[src/rtl/iob_cache_fe_arbiter.sv]
// Round-robin arbiter that shares one IOb cache front-end port among N_MASTERS requesters.
// Only one transaction is in flight at a time. The requester just served drops to lowest priority.
module iob_cache_fe_arbiter #(
  parameter  int N_MASTERS = 2,
  parameter  int ADDR_W    = 30,
  parameter  int DATA_W    = 32,
  localparam int GRANT_W   = (N_MASTERS > 1) ? $clog2(N_MASTERS) : 1,
  localparam int STRB_W    = DATA_W / 8
) (
  input  logic                          clk,
  input  logic                          rst,
  input  logic [N_MASTERS-1:0]          m_req,
  input  logic [N_MASTERS*ADDR_W-1:0]   m_addr,
  input  logic [N_MASTERS*DATA_W-1:0]   m_wdata,
  input  logic [N_MASTERS*STRB_W-1:0]   m_wstrb,
  output logic [DATA_W-1:0]             m_rdata,
  output logic [N_MASTERS-1:0]          m_ack,
  output logic                          s_req,
  output logic [ADDR_W-1:0]             s_addr,
  output logic [DATA_W-1:0]             s_wdata,
  output logic [STRB_W-1:0]             s_wstrb,
  input  logic [DATA_W-1:0]             s_rdata,
  input  logic                          s_ack,
  output logic [GRANT_W-1:0]            grant,
  output logic                          busy
);

  typedef enum logic {IDLE, BUSY} state_t;

  state_t             r_state, w_state_nxt;
  logic [GRANT_W-1:0] r_grant, w_grant_nxt;
  logic [GRANT_W-1:0] r_ptr, w_ptr_nxt;
  logic [GRANT_W-1:0] w_sel;

  // Scan from ptr upward and wrap. Iterating downward lets the nearest requester win.
  always_comb begin
    logic [GRANT_W:0] v_idx;
    w_sel = r_ptr;
    v_idx = '0;
    for (int k = N_MASTERS - 1; k >= 0; k--) begin
      v_idx = {1'b0, r_ptr} + (GRANT_W + 1)'(k);
      if (v_idx >= (GRANT_W + 1)'(N_MASTERS)) begin
        v_idx = v_idx - (GRANT_W + 1)'(N_MASTERS);
      end
      if (m_req[v_idx[GRANT_W-1:0]]) begin
        w_sel = v_idx[GRANT_W-1:0];
      end
    end
  end

  always_comb begin
    w_state_nxt = r_state;
    w_grant_nxt = r_grant;
    w_ptr_nxt   = r_ptr;
    m_ack       = '0;
    case (r_state)
      IDLE: begin
        if (|m_req) begin
          w_grant_nxt = w_sel;
          w_state_nxt = BUSY;
        end
      end
      BUSY: begin
        if (s_ack) begin
          m_ack[r_grant] = 1'b1;
          w_state_nxt    = IDLE;
          w_ptr_nxt      = (r_grant == GRANT_W'(N_MASTERS - 1)) ? '0 : r_grant + 1'b1;
        end
      end
      default: ;
    endcase
  end

  always_ff @(posedge clk or posedge rst) begin
    if (rst) begin
      r_state <= IDLE;
      r_grant <= '0;
      r_ptr   <= '0;
    end else begin
      r_state <= w_state_nxt;
      r_grant <= w_grant_nxt;
      r_ptr   <= w_ptr_nxt;
    end
  end

  // The mux follows grant in both states. Strobes are masked while idle so no write can leak.
  assign s_req   = (r_state == BUSY);
  assign busy    = (r_state == BUSY);
  assign grant   = r_grant;
  assign m_rdata = s_rdata;
  assign s_addr  = m_addr[int'(r_grant)*ADDR_W +: ADDR_W];
  assign s_wdata = m_wdata[int'(r_grant)*DATA_W +: DATA_W];
  assign s_wstrb = (r_state == BUSY) ? m_wstrb[int'(r_grant)*STRB_W +: STRB_W] : '0;

endmodule

[config.mk]
export PLATFORM = sky130hd
export DESIGN_NAME = iob_cache_fe_arbiter
export DESIGN_NICKNAME = d
export VERILOG_FILES = /design/src/rtl/iob_cache_fe_arbiter.sv
export SDC_FILE = /design/constraint.sdc
export NUM_CORES = 1
export LEC_CHECK = 0
export CAP_MARGIN = 20
export CELL_PAD_IN_SITES_DETAIL_PLACEMENT = 1
export CELL_PAD_IN_SITES_GLOBAL_PLACEMENT = 2
export CORE_UTILIZATION = 10
export CTS_BUF_LIST = sky130_fd_sc_hd__clkbuf_4
export CTS_CLUSTER_SIZE = 25
export DETAILED_ROUTE_END_ITERATION = 16
export PLACE_DENSITY_LB_ADDON = 0.05
export SLEW_MARGIN = 25
export SYNTH_ARGS = -nofsm -noshare
export SYNTH_HDL_FRONTEND = slang
export SYNTH_SLANG_ARGS = --single-unit
[constraint.sdc]
create_clock -name clk -period 2.2 [get_ports clk]
set_input_delay 0.44 -clock clk [delete_from_list [all_inputs] [get_ports clk]]
set_output_delay 0.44 -clock clk [all_outputs]
set_load 0.02 [all_outputs]
==> impl_metrics.csv <==
group,metric,value,unit
timing,slew_headroom,0.748,
route,routed_wl,7240,um
timing,max_freq,471,MHz
die,die_h,113,um
die,die_w,113,um
die,core_area,12100,um^2
cells_and_area,layout.nets,467,
global_routing,antenna_found_initial,0,
clock_network,cts_hold_buffers,0,
cells_and_area,final_cells,465,
cells_and_area,drive_above_1_share,0.236,
synth,ys_seq_elements,3,
critical_path,crit_family,"buffers and inverters",
synth,synth_ff_type,"dfrtp_1",
global_routing,grt_pass1_wl,10500,um
global_routing,grt_pass1_vias,1777,
route,via_count,1631,
cells_and_area,syn_to_final_growth,162,%
synth,synth_cell_types,15,
hold_path,hp-class,"primary input to asynchronous set/reset pin",
synth,yosysWarnings,0,
critical_path,reg2reg_depth,3,
power,fin_total_pwr,1.62,mW
synth,yosysMostFrequentCell,"mux2_2",
synth,ys_async_sr_fraction,1.00,
clock_network,clkLatencyLatePin,0.24,ns
placement,placed_cells,461,
route,drcViolationCount,0,
synth,ys_seq_area_frac,0.0606,
die,initial_core_util,0.103,
timing,rsz0062_at_grt,"no",
die,dieArea,12800,um^2
placement,place.port_buffers,207,
placement,place_ws,0.0438,ns
route,wl_per_cell,15.6,um
clock_network,clkSinkCount,3,
die,ioPinCount,272,
clock_network,ctsRootBufferMaster,"clkbuf_4",
timing,clock_skew,0.00318,ns
route,dr.pass1.iters,3,
timing,worst_pin_slew,0.378,ns
critical_path,crit_required,1.76,ns
placement,dpl.hpwl,6330,um
timing,report.final.setup_viol,0,
die,fp-row-count,40,
clock_network,h-tree-depth,1,
power,ir_worst_vdd,281,uV
critical_path,max_stage_delay,0.61,ns
cells_and_area,multi_input_area,853,um^2
global_routing,grt_usage,0.106,
critical_path,setup.worst_path.class,"primary input to output port",
route,ant_nets,0,
critical_path,worstSetupEndpointType,"output port",
power,power_density,500,nW/um^2
synth,synthTopCellsByArea,"mux2_2 (49%), buf_4 (20%), mux2_4 (9.7%), dfrtp_1 (6.1%), mux2i_1 (3.2%)",
critical_path,cp_num_buf_inv,2,
synth,mappedNetlistArea,1240,um^2
route,drt_iter0_markers,16,
timing,fin_ws,0.0755,ns
clock_network,clock_path_buffers,2,
synth,synth_edf_count,0,
power,total_leakage_power,1.43,nW
placement,gp_congestion,0.700,
run,max-cap-violations,0,
synth,synthTopCellsByCount,"mux2_2 (54), buf_4 (33), mux2_4 (8)",
cells_and_area,ff_latch_area,76.3,um^2
cells_and_area,n_fill_cell,1375,
timing,setup_tns,0,ns
critical_path,path_cells,"clkdlybuf4s50_1, and3_1, clkdlybuf4s50_1",
synth,syn_area_per_cell,9.99,um^2
synth,synth_top_cell_area_share,0.491,
critical_path,crit_top_cell,"clkdlybuf4s50_1",
clock_network,cts_tree,"done",
synth,syn_nets,293,
status,status,"finished, final reports clean",
route,viasPerCell,3.51,
synth,synth_largest_area_cell,"mux2_2",
critical_path,start_kind,"primary input",
cells_and_area,n_antenna_cell,0,
cells_and_area,post-route-util,0.270,
critical_path,slowest_stage,"clkdlybuf4s50_1",
timing,min_period,2.12,ns
critical_path,arrival,1.68,ns
synth,synthCells,124,
critical_path,crit_cells,3,
timing,period_share,0.966,
clock_network,post-cts-setup-buffers,0,
global_routing,grt_overflow_total,0,
clock_network,cts_buffers,3,
critical_path,worstPathMaxFanout,3,
clock_network,clk_pin_slew,0.04,ns
timing,slew_viol_final,0,
timing,finalHoldViolCount,0,
global_routing,grt_max_degree,35,
## worst paths after layout
| path | from | endpoint | slack [ns] |
|---|---|---|---|
| max | s_ack | m_ack[1] | 0.08 |
| min | rst | r_ptr$_DFFE_PP0P_ | 0.36 |
| max reg2reg | grant$_DFFE_PP0P_ | r_ptr$_DFFE_PP0P_ | 1.11 |
| min reg2reg | r_ptr$_DFFE_PP0P_ | r_ptr$_DFFE_PP0P_ | 0.47 |
| max in group asynchronous | rst | grant$_DFFE_PP0P_ | 1.69 |
| min in group clk | r_ptr$_DFFE_PP0P_ | r_ptr$_DFFE_PP0P_ | 0.47 |
## power by group
group	internal, mW	switching (mW)
Combinational	0.780	0.643
Clock	0.0806	0.0335
Sequential	0.0684	0.0184
## placed cells by master (no fill, tap or decap), types with 2 or more instances in the layout
master	synthesis	routed
buf_12	0	2
clkbuf_4	0	4
dlygate4sd2_1	0	56
nand2_1	2	2
clkdlybuf4s50_1	0	140
dfrtp_1	3	2
mux2i_1	4	4
mux2_4	8	8
nor2b_1	6	6
dlymetal6s2s_1	0	11
mux2_2	54	54
## worst reg2reg max path: stages (launching register included)
cell	delay [ns]
dfrtp_2	0.41
buf_12	0.21
and3b_1	0.22
a21o_1	0.15
## metrics by stage
stage	hold WS, ns	cell area (um^2)
finish	0.363	3250
global placement	0.501	3260
floorplan	0.194	1240
CTS	0.358	3220
detailed placement	0.468	3260
global route	0.374	3250
## repair_timing
action | 4_1_cts | 5_1_grt
endpoints found under the hold margin | 0 | 0
pin swaps | 0 | 0
endpoints found under the setup margin | 56 | 11
gates resized for setup | 56 | 11
## layer usage
metal  wire length, um  share of wire  global-route usage  up-vias
met2              3710           0.51               0.203      141
met3               897           0.12              0.0445        6
met4                60         0.0083              0.0184        0
li1                  -              -                   -      749
met1              2580           0.36               0.107      735
met5                 0              0                   0        -
## sequential cells by signal (all words and copies together), names as in the netlist
name / cells
busy: 1
grant: 1
r_ptr: 1
## cells by family (layout without fill, tap and decap cells)
kind of cell / Yosys count / in the layout / share of synthesized area
buffers and inverters: 42 / 215 / 0.250
flip-flops: 3 / 3 / 0.0606
AO/OA/AOI/OAI: 3 / 3 / 0.0202
multiplexers: 66 / 66 / 0.620
AND/OR/NAND/NOR: 10 / 10 / 0.0485
## final cells by class
class | instances | share of cell area
inverter | 1 | 0.00115
multi-input combinational | 79 | 0.263
sequential | 3 | 0.0235
timing repair buffer | 210 | 0.639
clock buffer | 4 | 0.00924
tap | 168 | 0.0647
Power figures use the tool's default switching activity.
